[config.mk]
export PLATFORM = sky130hd
export DESIGN_NAME = alu_arbiter
export DESIGN_NICKNAME = d
export VERILOG_FILES = /design/src/rtl/alu_ctrl_pkg.sv /design/src/rtl/rr_arbiter_2.sv /design/src/rtl/alu_arbiter.sv
export SDC_FILE = /design/constraint.sdc
export NUM_CORES = 1
export LEC_CHECK = 0
export CORE_MARGIN = 5
export CORE_UTILIZATION = 44
export CTS_CLUSTER_DIAMETER = 200
export CTS_CLUSTER_SIZE = 30
export DETAILED_ROUTE_END_ITERATION = 10
export GPL_ROUTABILITY_DRIVEN = 0
export HOLD_SLACK_MARGIN = 0.05
export PLACE_DENSITY = 0.86
export SLEW_MARGIN = 20
export SYNTH_ARGS = -nofsm -noshare
export SYNTH_HDL_FRONTEND = slang
export SYNTH_SLANG_ARGS = --single-unit
[constraint.sdc]
create_clock -name clk -period 3.4 [get_ports clk]
set_input_delay 0.68 -clock clk [delete_from_list [all_inputs] [get_ports clk]]
set_output_delay 0.68 -clock clk [all_outputs]
set_load 0.02 [all_outputs]
[src/rtl/alu_ctrl_pkg.sv]
// Shared definitions for the ALU sequencing front-end: op codes, shift-fill
// codes, controller states and the per-op latency table.
package alu_ctrl_pkg;

    // Wait cycles the ALU needs for each op class (all within 1..15)
    localparam logic [3:0] LAT_LOGIC = 4'd1;
    localparam logic [3:0] LAT_ADD   = 4'd2;
    localparam logic [3:0] LAT_MUL   = 4'd3;
    localparam logic [3:0] LAT_SHIFT = 4'd3;

    localparam logic [2:0] ALU_FWD   = 3'b000;
    localparam logic [2:0] ALU_ADD   = 3'b001;
    localparam logic [2:0] ALU_AND   = 3'b010;
    localparam logic [2:0] ALU_OR    = 3'b011;
    localparam logic [2:0] ALU_MUL   = 3'b100;
    localparam logic [2:0] ALU_SHIFT = 3'b101;

    localparam logic [1:0] RS_LOGIC  = 2'b00;
    localparam logic [1:0] RS_ARITH  = 2'b01;
    localparam logic [1:0] RS_ROT    = 2'b10;

    typedef enum logic [1:0] {
        IDLE = 2'b00,
        WAIT = 2'b01,
        RESP = 2'b10
    } state_t;

    // Latency of an op; 0 marks an op code the ALU does not implement
    function automatic logic [3:0] op_latency(input logic [2:0] sel);
        logic [3:0] lat;
        case (sel)
            ALU_FWD, ALU_AND, ALU_OR: lat = LAT_LOGIC;
            ALU_ADD:                  lat = LAT_ADD;
            ALU_MUL:                  lat = LAT_MUL;
            ALU_SHIFT:                lat = LAT_SHIFT;
            default:                  lat = 4'd0;
        endcase
        return lat;
    endfunction

endpackage

[src/rtl/rr_arbiter_2.sv]
// Two-requester round-robin grant. Owns the last-granted index, which only
// advances when the controller actually accepts a request.
module rr_arbiter_2 (
    input  logic       clk,
    input  logic       reset,
    input  logic [1:0] req,
    input  logic       accept,
    output logic       grant
);

    logic last_grant;

    // Contention goes to whoever was not served last; a lone requester wins
    always_comb begin
        if (req == 2'b11) grant = ~last_grant;
        else              grant = req[1];
    end

    // Remember the winner of each accepted request
    always_ff @(posedge clk) begin
        if (reset)       last_grant <= 1'b1;
        else if (accept) last_grant <= grant;
    end

endmodule

[src/rtl/alu_arbiter.sv]
// Sequencing front-end for the 8-bit ALU: arbitrates two requesters, holds
// the ALU inputs for the op latency, captures the result and returns it on
// a valid/ready response channel routed to the granted requester.
module alu_arbiter
    import alu_ctrl_pkg::*;
(
    input  logic       clk,
    input  logic       reset,
    input  logic [1:0] req_valid,
    output logic [1:0] req_ready,
    input  logic [7:0] req0_data1,
    input  logic [7:0] req0_data2,
    input  logic [2:0] req0_select,
    input  logic       req0_r,
    input  logic [1:0] req0_rs,
    input  logic [7:0] req1_data1,
    input  logic [7:0] req1_data2,
    input  logic [2:0] req1_select,
    input  logic       req1_r,
    input  logic [1:0] req1_rs,
    output logic [1:0] resp_valid,
    input  logic [1:0] resp_ready,
    output logic [7:0] resp_result,
    output logic       resp_zero,
    output logic       resp_err,
    output logic [7:0] alu_data1,
    output logic [7:0] alu_data2,
    output logic [2:0] alu_select,
    output logic       alu_r,
    output logic [1:0] alu_rs,
    input  logic [7:0] alu_result
);

    state_t     state;
    state_t     next_state;
    logic [3:0] cnt;
    logic       grant;
    logic       resp_gnt;
    logic       accept;
    logic [7:0] sel_data1;
    logic [7:0] sel_data2;
    logic [2:0] sel_select;
    logic       sel_r;
    logic [1:0] sel_rs;
    logic [3:0] sel_lat;

    rr_arbiter_2 u_rr (
        .clk    (clk),
        .reset  (reset),
        .req    (req_valid),
        .accept (accept),
        .grant  (grant)
    );

    // Requests are only looked at in IDLE, and never while reset is held
    assign accept = (state == IDLE) && (req_valid != 2'b00) && !reset;

    // Route the granted requester's fields toward the operand register
    always_comb begin
        if (grant) begin
            sel_data1  = req1_data1;
            sel_data2  = req1_data2;
            sel_select = req1_select;
            sel_r      = req1_r;
            sel_rs     = req1_rs;
        end else begin
            sel_data1  = req0_data1;
            sel_data2  = req0_data2;
            sel_select = req0_select;
            sel_r      = req0_r;
            sel_rs     = req0_rs;
        end
        sel_lat = op_latency(sel_select);
    end

    // Controller state register
    always_ff @(posedge clk) begin
        if (reset) state <= IDLE;
        else       state <= next_state;
    end

    // Next state plus the accept and response handshake strobes
    always_comb begin
        next_state = state;
        req_ready  = 2'b00;
        resp_valid = 2'b00;
        case (state)
            IDLE: begin
                if (accept) begin
                    req_ready  = grant ? 2'b10 : 2'b01;
                    next_state = (sel_lat == 4'd0) ? RESP : WAIT;
                end
            end
            WAIT: begin
                if (cnt == 4'd1) next_state = RESP;
            end
            RESP: begin
                resp_valid = resp_gnt ? 2'b10 : 2'b01;
                if (resp_ready[resp_gnt]) next_state = IDLE;
            end
            default: next_state = IDLE;
        endcase
    end

    // Operand register feeding the ALU, latency counter and result capture.
    // Unsupported ops leave the ALU lines untouched and answer immediately.
    always_ff @(posedge clk) begin
        if (reset) begin
            alu_data1   <= 8'h00;
            alu_data2   <= 8'h00;
            alu_select  <= 3'b000;
            alu_r       <= 1'b0;
            alu_rs      <= 2'b00;
            cnt         <= 4'd0;
            resp_gnt    <= 1'b0;
            resp_result <= 8'h00;
            resp_zero   <= 1'b0;
            resp_err    <= 1'b0;
        end else if (accept) begin
            resp_gnt <= grant;
            if (sel_lat == 4'd0) begin
                resp_err    <= 1'b1;
                resp_result <= 8'h00;
                resp_zero   <= 1'b0;
            end else begin
                alu_data1  <= sel_data1;
                alu_data2  <= sel_data2;
                alu_select <= sel_select;
                alu_r      <= sel_r;
                alu_rs     <= sel_rs;
                cnt        <= sel_lat;
                resp_err   <= 1'b0;
            end
        end else if (state == WAIT) begin
            cnt <= cnt - 4'd1;
            if (cnt == 4'd1) begin
                resp_result <= alu_result;
                resp_zero   <= (alu_result == 8'h00);
            end
        end
    end

endmodule

==> metrics.yaml <==
place:
  dp_slack_ns: 0.192
  post-dp-hpwl_um: 4100
  port_buffers: 93
detailed_routing:
  drtAntennaViolNets: 0
  vias: 1846
  drc_errors: 0
  avgRoutedWirePerCell_um: 15.5
  vias_per_cell: 5.38
  drt-pass1-iter-count: 4
  wl_um: 5320
  drt_iter0_drc: 66
floorplanning:
  num_rows: 24
  dieArea_um2: 5830
  io_pins: 94
  die_w_um: 76.3
  start_util_pct: 44.8
  core_um2: 4320
  chipHeight_um: 76.3
synth:
  async_flop_share_pct: 0
  synth_top_area_share_pct: 41.4
  syn_area_um2: 1940
  syn_avg_cell_area_um2: 9.78
  ys_seq_area_share_pct: 41.4
  synthTopCellsByArea: "dfxtp_1 41%, mux2i_1 12%, a211oi_1 8.9%"
  yosysWarningCount: 0
  synthCells: 198
  yosysUniqueCellTypes: 40
  synth_seq_cells: 40
  yosysTopAreaCell: "dfxtp_1"
  synth_flop_cell: "dfxtp_1"
  syn_nets: 258
  synth_edf_count: 0
timing:
  finalHoldViolCount: 0
  skew_ns: 0.00685
  worst_pin_slew_ns: 0.539
  slew_viol_final: 0
  slew_headroom_pct: 63.3
  rsz0062_at_grt: "no"
  setup_viol: 0
  min_period_over_period_pct: 94.5
  finalWorstSetupSlack_ns: 0.188
  finalSetupTns_ns: 0
  fmax_ghz: 0.311
  finalCriticalPeriod_ns: 3.21
grt:
  antenna_found_initial: 0
  track_usage_pct: 17.5
  grt_pass1_vias: 1857
  grt_max_degree: 35
  overflow: 0
  grt_pass1_wl_um: 8580
final_layout:
  fin_nets: 351
  drive_above_1_share_pct: 8.25
  final_common_cell: "clkdlybuf4s50_1"
  utilization_pct: 69.1
  layout_common_cells: "93 x clkdlybuf4s50_1, 40 x dfxtp_1, 30 x a21oi_1"
  ff_latch_area_um2: 801
  multi_input_area_um2: 1040
  diodes: 0
  syn2layout_area_growth_pct: 54.3
  num-fill-cells: 353
worst_setup_path:
  cp_common_cell: "clkdlybuf4s50_1"
  crit_slowest_cell: "clkdlybuf4s50_1"
  crit_type: "in -> out"
  cp.required_ns: 2.72
  path_buf_inv: 2
  worstPathMaxFanout: 4
  crit_chain: "clkdlybuf4s50_1 -> nor2_2 -> or4_4 -> nor2_1 -> clkdlybuf4s50_1"
  crit_family: "buffers and inverters"
  worst_path_largest_cell_delay_ns: 0.63
  cp.arrival_ns: 2.53
  cp-end-kind: "primary output"
  cp-start-kind: "input port"
power_and_ir_drop:
  p_int_uw: 855
  power_uw: 1240
  swShare_pct: 31.2
  p_seq_share_pct: 43.8
  p_per_area_nw_per_um2: 416
  combPwrFrac_pct: 32.2
  switchingPower_uw: 387
  clockPowerShare_pct: 24.0
  p_leak_uw: 0.00107
  ir_worst_vdd_mv: 0.254
clock_tree:
  htreeDepth: 2
  cts_made_buffers: 5
  cts_sinks: 40
  cts_tree: "yes"
  cts_resized: 0
  cts_hold_buf: 0
  cts.clk_slew.worst_paths_ns: 0.07
  cts.path.max_buffers: 2
  cts_root_buf: "clkbuf_8"
  cts_setup_buffers: 0
  clk_latency_ns: 0.28
run_status:
  status: "finished, final reports clean"
min_path:
  hold_path_class: "reg -> reg"
run:
  maxCapViolCount: 0
[per-layer routing]
metal | track usage [%] | up-vias | part of all wire (%)
met2 | 29.4 | 69 | 49
li1 | - | 930 | -
met4 | 4.02 | 0 | 0.41
met3 | 8.16 | 4 | 11
met5 | 0 | - | 0
met1 | 20.1 | 843 | 40
[Yosys cell counts, types with 3 or more instances]
master,count
o211ai_1,3
inv_1,4
nand3_1,3
nand2_1,9
buf_4,5
clkbuf_1,3
buf_2,6
a211oi_1,23
a22o_1,8
mux2i_1,23
a21oi_1,30
nor2_1,7
o21a_1,4
dfxtp_1,40
[sequential cells by signal, indices dropped and copies added (netlist names)]
name and flops:
alu_data1 8, alu_data2 8, state 2, resp_result 8, alu_select 3, resp_zero 1
resp_gnt 1, resp_err 1, cnt 4, u_rr.last_grant 1, alu_r 1, alu_rs 2
[stage by stage]
stage	hold WS (ns)	area (um^2)	std cells
finish	0.477	2990	343
global route	0.501	2990	343
CTS	0.483	2990	343
detailed placement	0.455	2910	336
global placement	0.451	2910	336
floorplan	0.471	1940	198
[area by class of cell]
class,instances,share of cell area (%)
timing repair buffer,100,32.9
tap,52,2.18
sequential,40,26.8
clock inverter,2,0.419
inverter,4,0.503
multi-input combinational,140,34.9
clock buffer,5,2.30
[power groups by stage]
stage	registers [uW]	clock network, uW	logic [uW]
detailed placement	554	0	403
global route	550	327	432
CTS	544	305	405
finish	544	298	400
global placement	553	0	395
floorplan	588	0	187
[cells by family (layout without fill, tap and decap cells)]
kind of cell	Yosys count	count (layout)	synth area share (%)
AO/OA/AOI/OAI	74	74	26.7
adder cells (fa/ha/maj)	2	2	1.29
buffers and inverters	18	111	4.85
flip-flops	40	40	41.4
multiplexers	25	25	13.2
AND/OR/NAND/NOR	39	39	12.6
[final timing paths]
kind / startpoint / slack (ns) / cells after the start / end
setup / recovery: req_valid[0] / 0.19 / 5 / req_ready[0]
hold / removal: alu_select[2] / 0.48 / 1 / alu_select[2]
setup reg to reg: u_rr.last_grant / 1.49 / 5 / alu_data2[2]
hold reg to reg: alu_select[2] / 0.48 / 1 / alu_select[2]
No activity file was read; power rests on OpenSTA's default activity.
